==> src/rtl/down_count_monitor_pkg.sv <==
// Shared definitions for the down-counter monitor: state encodings and
// the per-edge sample classification bundle.
package down_count_monitor_pkg;

  localparam int COUNT_W_DEF = 4;

  localparam logic [2:0] S_IDLE     = 3'd0;
  localparam logic [2:0] S_COUNTING = 3'd1;
  localparam logic [2:0] S_AT_ZERO  = 3'd2;
  localparam logic [2:0] S_WRAPPED  = 3'd3;
  localparam logic [2:0] S_STALLED  = 3'd4;

  typedef struct packed {
    logic down;
    logic wrap;
    logic hold;
    logic jmp;
  } sample_t;

endpackage

==> src/rtl/mon_stall_timer.sv <==
// Saturating hold-run timer; hit is high on any edge that leaves the
// run at or above LIMIT.
module mon_stall_timer #(
  parameter int LIMIT = 8
) (
  input  logic clk,
  input  logic reset,
  input  logic inc,
  input  logic clr,
  output logic hit
);

  localparam int W = $clog2(LIMIT + 1);
  localparam logic [W-1:0] LIM = W'(LIMIT);

  logic [W-1:0] q;

  always_ff @(posedge clk or posedge reset) begin
    if (reset) begin
      q <= '0;
    end else if (clr) begin
      q <= '0;
    end else if (inc && q != LIM) begin
      q <= q + W'(1);
    end
  end

  assign hit = inc && !clr && (q >= LIM - W'(1));

endmodule

==> src/rtl/down_count_monitor.sv <==
// Monitor for a 4-bit down-counter: classifies samples, tracks phase,
// pulses on wraps. Stall detection is built only with MON_STALL_DETECT_EN.
module down_count_monitor
  import down_count_monitor_pkg::*;
#(
  parameter int COUNT_W     = COUNT_W_DEF,
  parameter int WRAP_W      = 8,
  parameter int STALL_LIMIT = 8
) (
  input  logic               clk,
  input  logic               reset,
  input  logic [COUNT_W-1:0] count_in,
  input  logic               enable_in,
  input  logic               clr_wraps,
  output logic               tc_pulse,
  output logic [WRAP_W-1:0]  wrap_count,
  output logic               jump,
  output logic               stall,
  output logic [2:0]         state_out
);

  logic [COUNT_W-1:0] count_q;
  logic               valid_q;
  logic [2:0]         state;
  logic [2:0]         state_nxt;
  logic [2:0]         zc;
  logic               hit;
  logic               enter_wrap;
  sample_t            s;

  always_comb begin
    s.hold = (count_in == count_q);
    s.down = (count_in == count_q - COUNT_W'(1));
    s.wrap = (count_q == '0) && (count_in == '1);
    s.jmp  = !s.hold && !s.down;
  end

`ifdef MON_STALL_DETECT_EN
  mon_stall_timer #(
    .LIMIT (STALL_LIMIT)
  ) u_stall (
    .clk   (clk),
    .reset (reset),
    .inc   (valid_q && enable_in && s.hold),
    .clr   (!valid_q || !enable_in || !s.hold),
    .hit   (hit)
  );
`else
  assign hit = (STALL_LIMIT < 0);
`endif

  assign zc = (count_in == '0) ? S_AT_ZERO : S_COUNTING;

  always_comb begin
    state_nxt = state;
    if (valid_q) begin
      unique case (state)
        S_IDLE: begin
          if (s.down) state_nxt = zc;
        end
        S_COUNTING: begin
          if (s.jmp)       state_nxt = S_IDLE;
          else if (s.down) state_nxt = zc;
          else if (hit)    state_nxt = S_STALLED;
        end
        S_AT_ZERO: begin
          if (s.jmp)       state_nxt = S_IDLE;
          else if (s.wrap) state_nxt = S_WRAPPED;
          else if (hit)    state_nxt = S_STALLED;
        end
        S_WRAPPED: begin
          state_nxt = s.jmp ? S_IDLE : zc;
        end
        S_STALLED: begin
          if (s.jmp)       state_nxt = S_IDLE;
          else if (s.down) state_nxt = zc;
          else if (!enable_in)
            state_nxt = (count_q == '0) ? S_AT_ZERO : S_COUNTING;
        end
        default: state_nxt = S_IDLE;
      endcase
    end
  end

  // WRAPPED never loops on itself, so any transition into it is a wrap
  assign enter_wrap = (state_nxt == S_WRAPPED) && (state != S_WRAPPED);

  always_ff @(posedge clk or posedge reset) begin
    if (reset) begin
      count_q    <= '0;
      valid_q    <= 1'b0;
      state      <= S_IDLE;
      jump       <= 1'b0;
      wrap_count <= '0;
    end else begin
      count_q <= count_in;
      valid_q <= 1'b1;
      state   <= state_nxt;
      jump    <= valid_q && s.jmp;
      if (clr_wraps) begin
        wrap_count <= WRAP_W'(enter_wrap);
      end else if (enter_wrap && wrap_count != '1) begin
        wrap_count <= wrap_count + WRAP_W'(1);
      end
    end
  end

  assign tc_pulse  = (state == S_WRAPPED);
  assign stall     = (state == S_STALLED);
  assign state_out = state;

endmodule
==> config.mk <==
export PLATFORM = sky130hd
export DESIGN_NAME = down_count_monitor
export DESIGN_NICKNAME = d
export VERILOG_FILES = /design/src/rtl/down_count_monitor_pkg.sv /design/src/rtl/mon_stall_timer.sv /design/src/rtl/down_count_monitor.sv
export SDC_FILE = /design/constraint.sdc
export NUM_CORES = 1
export LEC_CHECK = 0
export ABC_AREA = 0
export BUFFER_PORTS_ARGS = -buffer_cell sky130_fd_sc_hd__buf_4
export CAP_MARGIN = 20
export CORE_MARGIN = 4
export CORE_UTILIZATION = 40
export CTS_BUF_LIST = sky130_fd_sc_hd__clkbuf_8
export CTS_CLUSTER_SIZE = 40
export DETAILED_ROUTE_END_ITERATION = 7
export SETUP_SLACK_MARGIN = 0.1
export SYNTH_ARGS = -nofsm -noshare
export SYNTH_HDL_FRONTEND = slang
export SYNTH_SLANG_ARGS = --single-unit
==> constraint.sdc <==
create_clock -name clk -period 3.2 [get_ports clk]
set_input_delay 0.48 -clock clk [delete_from_list [all_inputs] [get_ports clk]]
set_output_delay 0.48 -clock clk [all_outputs]
set_load 0.005 [all_outputs]
==> key figures, run 1 <==
Status
  – Status: finished, final reports clean

Synthesis
  – Post-synthesis simple-gate area fraction: 24.9%
  – Largest family of logic cells by synthesized area: simple AND/OR/NAND/NOR gates
  – Synth Cell Area: 0.00103 mm²
  – Syn. warnings: 0
  – Area leader, netlist: dfrtp_1
  – Syn Inst Count: 114
  – Netlist cell types: 38
  – Ys async rst share: 100%
  – Flop and latch count out of synthesis: 17
  – Largest cells by area after synthesis: dfrtp_1 (41%), a21oi_1 (4.9%), inv_1 (4.4%), xnor2_1 (4.3%), nand2_1 (2.9%)
  – Mux contribution to synthesized area: 0%
  – Post-synthesis xor/xnor area fraction: 7.41%
  – Compound-Gate Fraction of Synth Area: 18.3%
  – Syn avg cell area: 9.03 µm²
  – Register area share after synthesis: 41.3%
  – Post-synth EDFFs: 0
  – Syn nets: 124
  – Synth Area in Adders: 2.43%
  – Yosys top cell area share: 41.3%
  – Post-synth top flop: dfrtp_1

Worst setup path
  – Crit path max fanout: 6
  – CP max stage cell: or4_4
  – Worst path cell trace: inv_1 > ha_1 > xnor2_2 > nor3_4 > nand4_1 > a2bb2oi_1 > nor2b_1 > or4_4 > or4_1 > a21oi_1
  – Kind of critical path: register to register
  – Worst EP required: 3.37 ns
  – Slowest stage delay, CP: 0.57 ns
  – CP Launch Type: register
  – Worst EP arrival: 3.14 ns
  – Setup crit end kind: register

Power and ir drop
  – PwrDens: 338 mW/mm²
  – Sequential Power Share: 51.2%
  – Psw: 108 µW
  – Sw frac: 24.3%
  – Combinational share of power: 14.4%
  – Internal power of the cells: 335 µW
  – Clock share of power: 34.4%
  – Final Power: 443 µW
  – LEAKAGE: 0.000591 µW
  – Max VDD drop: 0.224 mV

Floorplanning
  – Initial core utilization: 41.9%
  – # rows: 18
  – Die span in x: 58.7 µm
  – Io pins: 22
  – Core ar.: 0.00245 mm²
  – DIE AREA: 0.00345 mm²
  – Chip height: 58.7 µm

Global route
  – Via count of the first global-routing pass: 934
  – Overflow after GRT: 0
  – Antenna violations before repair: 0
  – Gr usage total: 14.6%
  – First-pass GRT wire length: 3850 µm
  – Largest net degree at the start of global routing: 18

Placed design
  – Placed Instances: 167
  – Final Wtd Congestion: 0.772
  – Post-DP HPWL: 1810 µm
  – Count of input and output buffers: 21

Timing
  – Fin crit period: 2.96 ns
  – Worst Clk Skew: 0.00149 ns
  – Max-slew headroom: 58.1%
  – Setup TNS Final: 0 ns
  – Final Hold Fails: 0
  – Fin crit share: 92.6%
  – RSZ-0062 raised after global routing: false
  – Worst Tran Pin Value: 0.629 ns
  – Achievable clock frequency: 0.337 GHz
  – Final setup fails: 0
  – Max-slew violations: 0

Clock network
  – Root buffer cell: clkbuf_8
  – CTS tree: yes
  – Skew-Pair Late Insertion Delay: 0.24 ns
  – CTS clk-pin slew, worst paths: 0.06 ns
  – CTS Hold Buffers Added: 0
  – Cts bufs inserted: 3
  – CTS H-Tree Depth: 1
  – Clock sink count: 17
  – Postcts setup bufs: 0
  – Clock Tree Buf Depth: 2

Cells and area
  – Most frequent cells in the layout: buf_4 (25), dfrtp_1 (17), inv_1 (13)
  – Layout filler cell count: 240
  – Layout cell share with drive strength beyond 1: 23.4%
  – Fin cells: 171
  – Total Nets Final: 152
  – Commonest non-fill, non-tap cell in the layout: buf_4
  – Area grow syn2layout: 27.5%
  – Antenna cells: 0
  – Utilization after layout: 53.5%

Detailed routing
  – 1st-iter DRT viols: 31
  – Initial DRT Pass Iterations: 4
  – Via/cell ratio: 5.58
  – Post-route ant nets: 0
  – Metal3 WL: 111 µm
  – # DRC: 0
  – DR WL/cell: 13.3 µm
  – DR WL met2: 1130 µm
  – Max Used Layer: met4
  – Via count of the routed design: 954
  – Metal1 wirelength: 1020 µm
  – DRT Wirelength: 2280 µm

Flow run
  – Maxcap violations: 0

Hold path
  – Min-delay worst type: input port to asynchronous set/reset pin
[power groups by stage]
| stage | clock network, µW | logic (µW) | registers [µW] |
|---|---|---|---|
| floorplan | 0 | 36.2 | 229 |
| global placement | 0 | 58.5 | 230 |
| detailed placement | 0 | 59.2 | 231 |
| CTS | 158 | 62.2 | 227 |
| global route | 170 | 70.3 | 228 |
| finish | 153 | 63.8 | 227 |
[final timing paths]
path / startpoint / end / slack, ns / cells past startpoint
worst min-delay path: reset / wrap_count[4]$_DFFE_PP0P_ / 0.32 / 2
worst min register to register: wrap_count[1]$_DFFE_PP0P_ / wrap_count[1]$_DFFE_PP0P_ / 0.57 / 2
worst max register to register: count_q[0]$_DFF_PP0_ / wrap_count[5]$_DFFE_PP0P_ / 0.24 / 10
max in group asynchronous: reset / state_out[0]$_DFF_PP0_ / 2.48 / 2
worst max-delay path: count_q[0]$_DFF_PP0_ / wrap_count[5]$_DFFE_PP0P_ / 0.24 / 10
min in group clk: count_in[0] / count_q[0]$_DFF_PP0_ / 0.39 / 1
[synthesized netlist by cell type, types with 2 or more instances]
| library cell | count |
|---|---|
| nor4_1 | 3 |
| and2_1 | 2 |
| a21o_1 | 3 |
| nand3_1 | 5 |
| o31ai_1 | 3 |
| or3b_1 | 2 |
| a21oi_1 | 10 |
| o21ai_0 | 5 |
| ha_1 | 2 |
| nor3_1 | 4 |
| nand2_1 | 8 |
| or3_1 | 2 |
| inv_1 | 12 |
| or4_1 | 2 |
| nor2_1 | 6 |
| xnor2_1 | 5 |
| dfrtp_1 | 17 |
| nand4_1 | 3 |
[flip-flops by register name, summed over array words and instances (netlist names)]
signal,count
wrap_count,8
jump,1
state_out,3
valid_q,1
count_q,4
[layer usage]
metal | GRT usage [%] | vias up
met3 | 4.17 | 2
met1 | 17.4 | 464
li1 | - | 466
met5 | 0 | -
met2 | 24.1 | 22
met4 | 6.80 | 0
[metrics by stage]
step	instance area [µm²]	setup slack [ns]	hold slack (ns)
after detailed placement	1250	0.00135	0.561
after global placement	1250	0.0996	0.553
after CTS	1300	0.205	0.358
after global routing	1310	0.112	0.370
final	1310	0.237	0.319
after floorplan	1030	0.206	0.406
[layout make-up]
| type | instances | area [µm²] | share of cell area, % |
|---|---|---|---|
| clock buffers | 3 | 41.3 | 3.15 |
| well taps | 30 | 37.5 | 2.86 |
| clock inverters | 1 | 3.75 | 0.286 |
| inverters | 12 | 45.0 | 3.43 |
| multi-input cells | 83 | 572 | 43.6 |
| repair buffers | 25 | 188 | 14.3 |
| flip-flops and latches | 17 | 425 | 32.4 |
[timing repair]
action | 4_1_cts | 5_1_grt
endpoints found under the setup margin | 1 | 1
gates resized for setup | 2 | 2
pin swaps | 3 | 1
[logic make-up (layout without fill, tap and decap cells)]
kind of cell | after synthesis | after routing
flops | 17 | 17
xor+xnor | 7 | 7
buf+inv | 14 | 41
other cells | 1 | 1
simple gates | 44 | 44
fa+ha+maj | 2 | 2
compound gates | 29 | 29
[worst max-delay path, delay by kind of cell (launching register included)]
family	cells	cell delay (ns)
DFF	1	0.38
adders and majority gates	1	0.32
and+or+nand+nor	5	1.65
AOI/OAI and AO/OA	2	0.32
buffers and inverters	1	0.06
xor gates and xnor gates	1	0.16
Note: power is estimated with default switching activity, not from simulation.
==> inputs of run 2 (changes only) <==
--- a/config.mk
+++ b/config.mk
@@ -12,3 +12,2 @@
 export CORE_UTILIZATION = 40
-export CTS_BUF_LIST = sky130_fd_sc_hd__clkbuf_8
 export CTS_CLUSTER_SIZE = 40
==> constraint.sdc (replaced) <==
create_clock -name clk -period 3.2 [get_ports clk]
set_input_delay 0.64 -clock clk [delete_from_list [all_inputs] [get_ports clk]]
set_output_delay 0.64 -clock clk [all_outputs]
set_load 0.005 [all_outputs]
==> run 2 against run 1 <==
Compared with the run above: non-clock buffer count increased by 4; critical path type unchanged; die area stayed put; clock skew up 0.0051 ns; register-to-register slack improved by 0.02 ns; via count increased by 3.4%; cell area barely moved; clock-buffer cell count is the same; maximum frequency is 0.69% higher; critical path depth stayed put; power is 8.7% lower; utilization up 0.051 points.
==> key figures, run 2 (synthesis results as in run 1) <==
Worst setup path
  – R2r startpoint: count_q[1]$_DFF_PP0_
  – Kind of critical path: register to register
  – Worst reg2reg path endpoint: wrap_count[5]$_DFFE_PP0P_
  – Reg-to-reg slack, setup: 0.26 ns (+0.02 ns)
  – Cell count of the worst reg-to-reg path: 10 (unchanged)
  – Worst Setup SP: count_q[1]$_DFF_PP0_
  – CP Launch Type: register
  – Crit path max fanout: 6 (unchanged)
  – Setup crit end kind: register
  – Worst EP arrival: 3.16 ns (+0.02 ns)
  – Worst EP required: 3.42 ns (+0.05 ns)
  – Worst setup path end: wrap_count[5]$_DFFE_PP0P_

Clock network
  – Skew-Pair Late Insertion Delay: 0.28 ns (+0.04 ns)
  – CTS tree: yes
  – Root buffer cell: clkbuf_4
  – Cts bufs inserted: 3 (unchanged)
  – Clock Tree Buf Depth: 2 (unchanged)
  – CTS clk-pin slew, worst paths: 0.10 ns (+0.04 ns)
  – Clock sink count: 17 (unchanged)
  – CTS H-Tree Depth: 1 (unchanged)

Placed design
  – Post-Place Worst Slack: -0.0113 ns (-0.0127 ns)
  – Post-DP HPWL: 1830 µm (+1.4%)
  – Final Wtd Congestion: 0.784 (+1.6%)
  – Placed Instances: 169 (+1.2%)
  – Count of input and output buffers: 21 (unchanged)
  – Dpl cell area: 0.00126 mm² (+1.2%)

Detailed routing
  – Initial DRT Pass Iterations: 4 (unchanged)
  – # DRC: 0 (unchanged)
  – DRT Wirelength: 2380 µm (+4.4%)
  – 1st-iter DRT viols: 11 (-65%)
  – DR WL/cell: 13.6 µm (+2.0%)
  – Post-route ant nets: 0 (unchanged)
  – Via count of the routed design: 986 (+3.4%)
  – Via/cell ratio: 5.63 (+0.99%)

Cells and area
  – Final Instance Area: 0.00131 mm² (about the same)
  – Fin cells: 175 (+2.3%)
  – Commonest non-fill, non-tap cell in the layout: buf_4
  – Total Nets Final: 156 (+2.6%)
  – Area grow syn2layout: 27.6% (about the same)
  – Max FFs per register: 8 (unchanged)
  – Antenna cells: 0 (unchanged)
  – Layout cell share with drive strength beyond 1: 24.8% (+1.4 points)
  – Most frequent cells in the layout: buf_4 (29), dfrtp_1 (17), inv_1 (12)
  – Reg with most FFs: wrap_count

Hold path
  – Min-delay worst type: input port to asynchronous set/reset pin

Power and ir drop
  – Internal power of the cells: 298 µW (-11%)
  – Sequential Power Share: 55.8% (+4.6 points)
  – LEAKAGE: 0.000593 µW (+0.46%)
  – Sw frac: 26.4% (+2.0 points)
  – Max VDD drop: 0.196 mV (-12%)
  – Clock share of power: 28.0% (-6.4 points)
  – PwrDens: 308 mW/mm² (-8.8%)
  – Psw: 107 µW (-1.0%)
  – Combinational share of power: 16.1% (+1.7 points)

Global route
  – Largest net degree at the start of global routing: 18 (unchanged)
  – Gr usage total: 14.7% (+0.16 points)
  – Overflow after GRT: 0 (unchanged)
  – First-pass GRT wire length: 4020 µm (+4.3%)
  – Antenna violations before repair: 0 (unchanged)
  – Via count of the first global-routing pass: 962 (+3.0%)

Timing
  – Final setup fails: 0 (unchanged)
  – Final Hold Fails: 0 (unchanged)
  – RSZ-0062 raised after global routing: false
  – Worst Clk Skew: 0.00663 ns (+0.00514 ns)
  – Max-slew violations: 0 (unchanged)
  – Achievable clock frequency: 0.340 GHz (+0.69%)
  – Setup TNS Final: 0 ns (unchanged)
  – PnR worst setup slack: 0.257 ns (+0.0202 ns)
  – Fin Hold WS: 0.429 ns (+0.110 ns)
  – Fin crit period: 2.94 ns (-0.0202 ns)
  – Max-slew headroom: 57.3% (-0.74 points)
  – Worst Tran Pin Value: 0.640 ns (+0.0111 ns)
  – Fin crit share: 92.0% (-0.63 points)

Floorplanning
  – DIE AREA: 0.00345 mm² (unchanged)
  – Io pins: 22 (unchanged)
  – Die span in x: 58.7 µm (unchanged)
  – # rows: 18 (unchanged)
  – Chip height: 58.7 µm (unchanged)
  – Core ar.: 0.00245 mm² (unchanged)
  – Initial core utilization: 41.9% (unchanged)

Status
  – Status: finished, final reports clean

Flow run
  – Maxcap violations: 0 (unchanged)
[run 2: cell types whose count changed in the layout (fill, tap and decap cells not counted), sizes merged]
cell / delta
clkinv: +1
inv: -1
buf: +4
[run 2: power groups by stage]
stage,combinational (µW),clock (µW),sequential (µW)
2_1_floorplan,36.2,0,229
3_3_place_gp,60.0,0,230
3_5_place_dp,60.7,0,231
4_1_cts,63.6,119,226
5_1_grt,72.4,127,227
6_report,65.4,113,226
[run 2: worst max-delay path, cell delays in order, from the launching register on]
cell     delay (ns)
dfrtp_1        0.40
inv_1          0.06
ha_1           0.18
xor3_1         0.28
nor3_4         0.27
nand4_1        0.14
o211a_1        0.17
o31a_1         0.25
or4_4          0.49
or4_1          0.48
a21oi_1        0.16
[run 2: cell type report]
| cell class | instances | area [µm²] |
|---|---|---|
| Clock buffer | 3 | 22.5 |
| Clock inverter | 1 | 5.00 |
| Tap cell | 30 | 37.5 |
| Sequential cell | 17 | 425 |
| Timing Repair Buffer | 29 | 218 |
| Fill cell | 241 | 1140 |
| Multi-Input combinational cell | 83 | 561 |
| Inverter | 12 | 45.0 |
[run 2: routing by layer]
layer	vias up	track usage (%)	share of wire (%)
met4	0	6.47	0.63
met2	30	25.6	51
li1	476	-	-
met5	-	0	0
met1	478	17.9	43
met3	2	2.19	5.2
[run 2: timing repair]
| item | in CTS | in global routing |
|---|---|---|
| resized for setup | 1 | 1 |
| pin swaps | 0 | 2 |
| setup buffers | 0 | 2 |
| hold buffers | 0 | 0 |
| setup endpoints to repair | 2 | 4 |
[run 2: how the worst min path moves through the flow]
stage                         startpoint                         to  slack [ns]  cells past startpoint
2_1_floorplan  wrap_count[6]$_DFFE_PP0P_  wrap_count[6]$_DFFE_PP0P_        0.54                      2
3_3_place_gp   wrap_count[1]$_DFFE_PP0P_  wrap_count[1]$_DFFE_PP0P_        0.57                      2
3_5_place_dp   wrap_count[1]$_DFFE_PP0P_  wrap_count[1]$_DFFE_PP0P_        0.57                      2
4_1_cts                            reset       count_q[1]$_DFF_PP0_        0.45                      2
5_1_grt                            reset  wrap_count[4]$_DFFE_PP0P_        0.47                      2
6_report                           reset  wrap_count[5]$_DFFE_PP0P_        0.43                      2
[run 2: through the flow]
| stage | total power (µW) | util, % |
|---|---|---|
| global route | 426 | 53.5 |
| floorplan | 266 | - |
| CTS | 409 | 52.8 |
| finish | 405 | 53.5 |
| global placement | 290 | 51.4 |
| detailed placement | 291 | 51.4 |
==> inputs of run 3 (changes only) <==
- HOLD_SLACK_MARGIN: unset -> 0.03
- PLACE_DENSITY_LB_ADDON: unset -> 0.08
==> run 3 against run 2 <==
Compared with the run above: cell count increased by 0.57%; critical endpoint unchanged; clock power shrank 4%; power down 0.55%; clock skew shrank 0.0023 ns; flip-flop and latch count did not move; sequential share of layout area decreased by 0.34 points; via count fell by 1.0%; non-clock buffer count increased by 1.
==> key figures, run 3 (synthesis results as in run 1) <==
Status
  – Status: finished, final reports clean

Cells and area
  – Commonest non-fill, non-tap cell in the layout: buf_4
  – Layout cell share with drive strength beyond 1: 25.3% (+0.51 points)
  – Fin cells: 176 (+0.57%)
  – Reg with most FFs: wrap_count
  – Layout filler cell count: 224 (-7.1%)
  – Most frequent cells in the layout: buf_4 (30), dfrtp_1 (17), inv_1 (12)
  – Max FFs per register: 8 (unchanged)
  – Area grow syn2layout: 28.9%
  – Antenna cells: 0 (unchanged)
  – Total Nets Final: 157 (+0.64%)

Clock network
  – Root buffer cell: clkbuf_4
  – Cts bufs inserted: 3 (unchanged)
  – CTS clk-pin slew, worst paths: 0.09 ns (about the same)
  – CTS H-Tree Depth: 1 (unchanged)
  – Skew-Pair Late Insertion Delay: 0.28 ns (about the same)
  – CTS tree: yes
  – CTS Hold Buffers Added: 0 (unchanged)
  – Clock Tree Buf Depth: 2 (unchanged)
  – Clock sink count: 17 (unchanged)

Global route
  – Busiest grt layer: met2
  – Overflow after GRT: 0 (unchanged)
  – Largest net degree at the start of global routing: 18 (unchanged)
  – Antenna violations before repair: 0 (unchanged)
  – Via count of the first global-routing pass: 919 (-4.5%)
  – First-pass GRT wire length: 3940 µm (-1.9%)
  – Met3 Resource Use GR: 1.97% (-0.22 points)
  – Grt met1 use: 17.9% (-0.049 points)
  – Grt met2 use: 25.9% (+0.32 points)
  – Gr usage total: 14.5% (-0.20 points)

Detailed routing
  – Via/cell ratio: 5.55 (-1.6%)
  – # DRC: 0 (unchanged)
  – DRT Wirelength: 2350 µm (-1.1%)
  – 1st-iter DRT viols: 34 (+23)
  – Initial DRT Pass Iterations: 4 (unchanged)
  – Via count of the routed design: 976 (-1.0%)
  – Post-route ant nets: 0 (unchanged)
  – DR WL/cell: 13.4 µm (-1.7%)

Floorplanning
  – # rows: 18 (unchanged)
  – Die span in x: 58.7 µm (unchanged)
  – Initial core utilization: 41.9% (unchanged)
  – Chip height: 58.7 µm (unchanged)
  – DIE AREA: 0.00345 mm² (unchanged)
  – Io pins: 22 (unchanged)
  – Core ar.: 0.00245 mm² (unchanged)

Power and ir drop
  – Final Power: 403 µW (-0.55%)
  – Combinational share of power: 17.1% (+1.0 points)
  – LEAKAGE: 0.000601 µW (+1.2%)
  – Sequential Power Share: 56.1% (+0.3 points)
  – Internal power of the cells: 302 µW (+1.2%)
  – PwrDens: 303 mW/mm² (-1.6%)
  – Max VDD drop: 0.236 mV (+20%)
  – Clock share of power: 26.8% (-1.2 points)
  – Psw: 101 µW (-5.5%)
  – Sw frac: 25.1% (-1.3 points)

Flow run
  – Maxcap violations: 0 (unchanged)

Timing
  – Fin Hold WS: 0.431 ns (+0.00235 ns)
  – Worst Tran Pin Value: 0.613 ns (-0.0265 ns)
  – Fin crit period: 2.93 ns (-0.00841 ns)
  – Fin crit share: 91.7% (-0.26 points)
  – Final setup fails: 0 (unchanged)
  – Max-slew headroom: 59.1% (+1.8 points)
  – Worst Clk Skew: 0.00435 ns (-0.00228 ns)
  – Achievable clock frequency: 0.341 GHz (+0.29%)
  – RSZ-0062 raised after global routing: false
  – Max-slew violations: 0 (unchanged)
  – Final Hold Fails: 0 (unchanged)
  – PnR worst setup slack: 0.265 ns (+0.00841 ns)

Placed design
  – Post-Place Worst Slack: -0.0200 ns (-0.00870 ns)
  – Post-DP HPWL: 1870 µm (+1.8%)
  – Final Wtd Congestion: 0.824 (+5.1%)
  – Count of input and output buffers: 21 (unchanged)
  – Placed Instances: 170 (+0.59%)

Worst setup path
  – Crit path max fanout: 6 (unchanged)
  – Setup crit end kind: register
  – Worst EP arrival: 3.14 ns (-0.02 ns)
  – Reg-to-reg slack, setup: 0.27 ns (about the same)
  – CP Launch Type: register
  – Worst EP required: 3.41 ns (about the same)
  – Kind of critical path: register to register

Hold path
  – Min-delay worst type: input port to asynchronous set/reset pin
run 3: repair_timing:
item / 4_1_cts / 5_1_grt
endpoints found under the setup margin: 2 / 4
gates cloned: 0 / 0
pin swaps: 0 / 3
buffers inserted: 0 / 2
gates resized for setup: 1 / 2
run 3: worst paths after layout:
path | startpoint | to | depth (start not counted)
setup / recovery | count_q[0]$_DFF_PP0_ | wrap_count[5]$_DFFE_PP0P_ | 10
hold / removal | reset | state_out[0]$_DFF_PP0_ | 2
hold reg to reg | wrap_count[6]$_DFFE_PP0P_ | wrap_count[6]$_DFFE_PP0P_ | 2
max in group asynchronous | reset | count_q[2]$_DFF_PP0_ | 2
setup reg to reg | count_q[0]$_DFF_PP0_ | wrap_count[5]$_DFFE_PP0P_ | 10
min in group clk | count_in[0] | count_q[0]$_DFF_PP0_ | 1
run 3: area by class of cell:
cell class              instances  area [µm²]  share of cell area, %
inverters                      12        45.0                   3.39
well taps                      30        37.5                   2.83
multi-input cells              83         568                   42.8
flip-flops and latches         17         425                   32.0
repair buffers                 30         225                   17.0
clock buffers                   4        26.3                   1.98
run 3: layer usage:
layer | share of wire, % | wire [µm]
met1 | 44 | 1030
met2 | 52 | 1230
met3 | 3.0 | 71
met4 | 0.76 | 18
met5 | 0 | 0
run 3: per-stage QoR:
stage	util (%)	setup TNS [ns]	area (µm²)
floorplan	-	0	1030
global placement	51.7	-0.00236	1270
detailed placement	51.7	-0.0314	1270
global route	54.1	0	1330
CTS	53.0	0	1300
finish	54.1	0	1330
run 3: critical path: stages (launching register included):
cell	delay, ns
dfrtp_1	0.39
inv_1	0.06
ha_1	0.19
xor3_1	0.28
nor3_4	0.28
a31oi_1	0.13
a211oi_1	0.27
nor2b_1	0.09
or4_4	0.55
or4_1	0.48
a21oi_1	0.15
run 3: power groups by stage:
stage	Clock (µW)	Combinational, µW	Sequential (µW)
floorplan	0	36.2	229
global placement	0	60.3	230
detailed placement	0	61.8	230
CTS	111	64.7	226
global route	125	76.0	227
finish	108	68.7	226
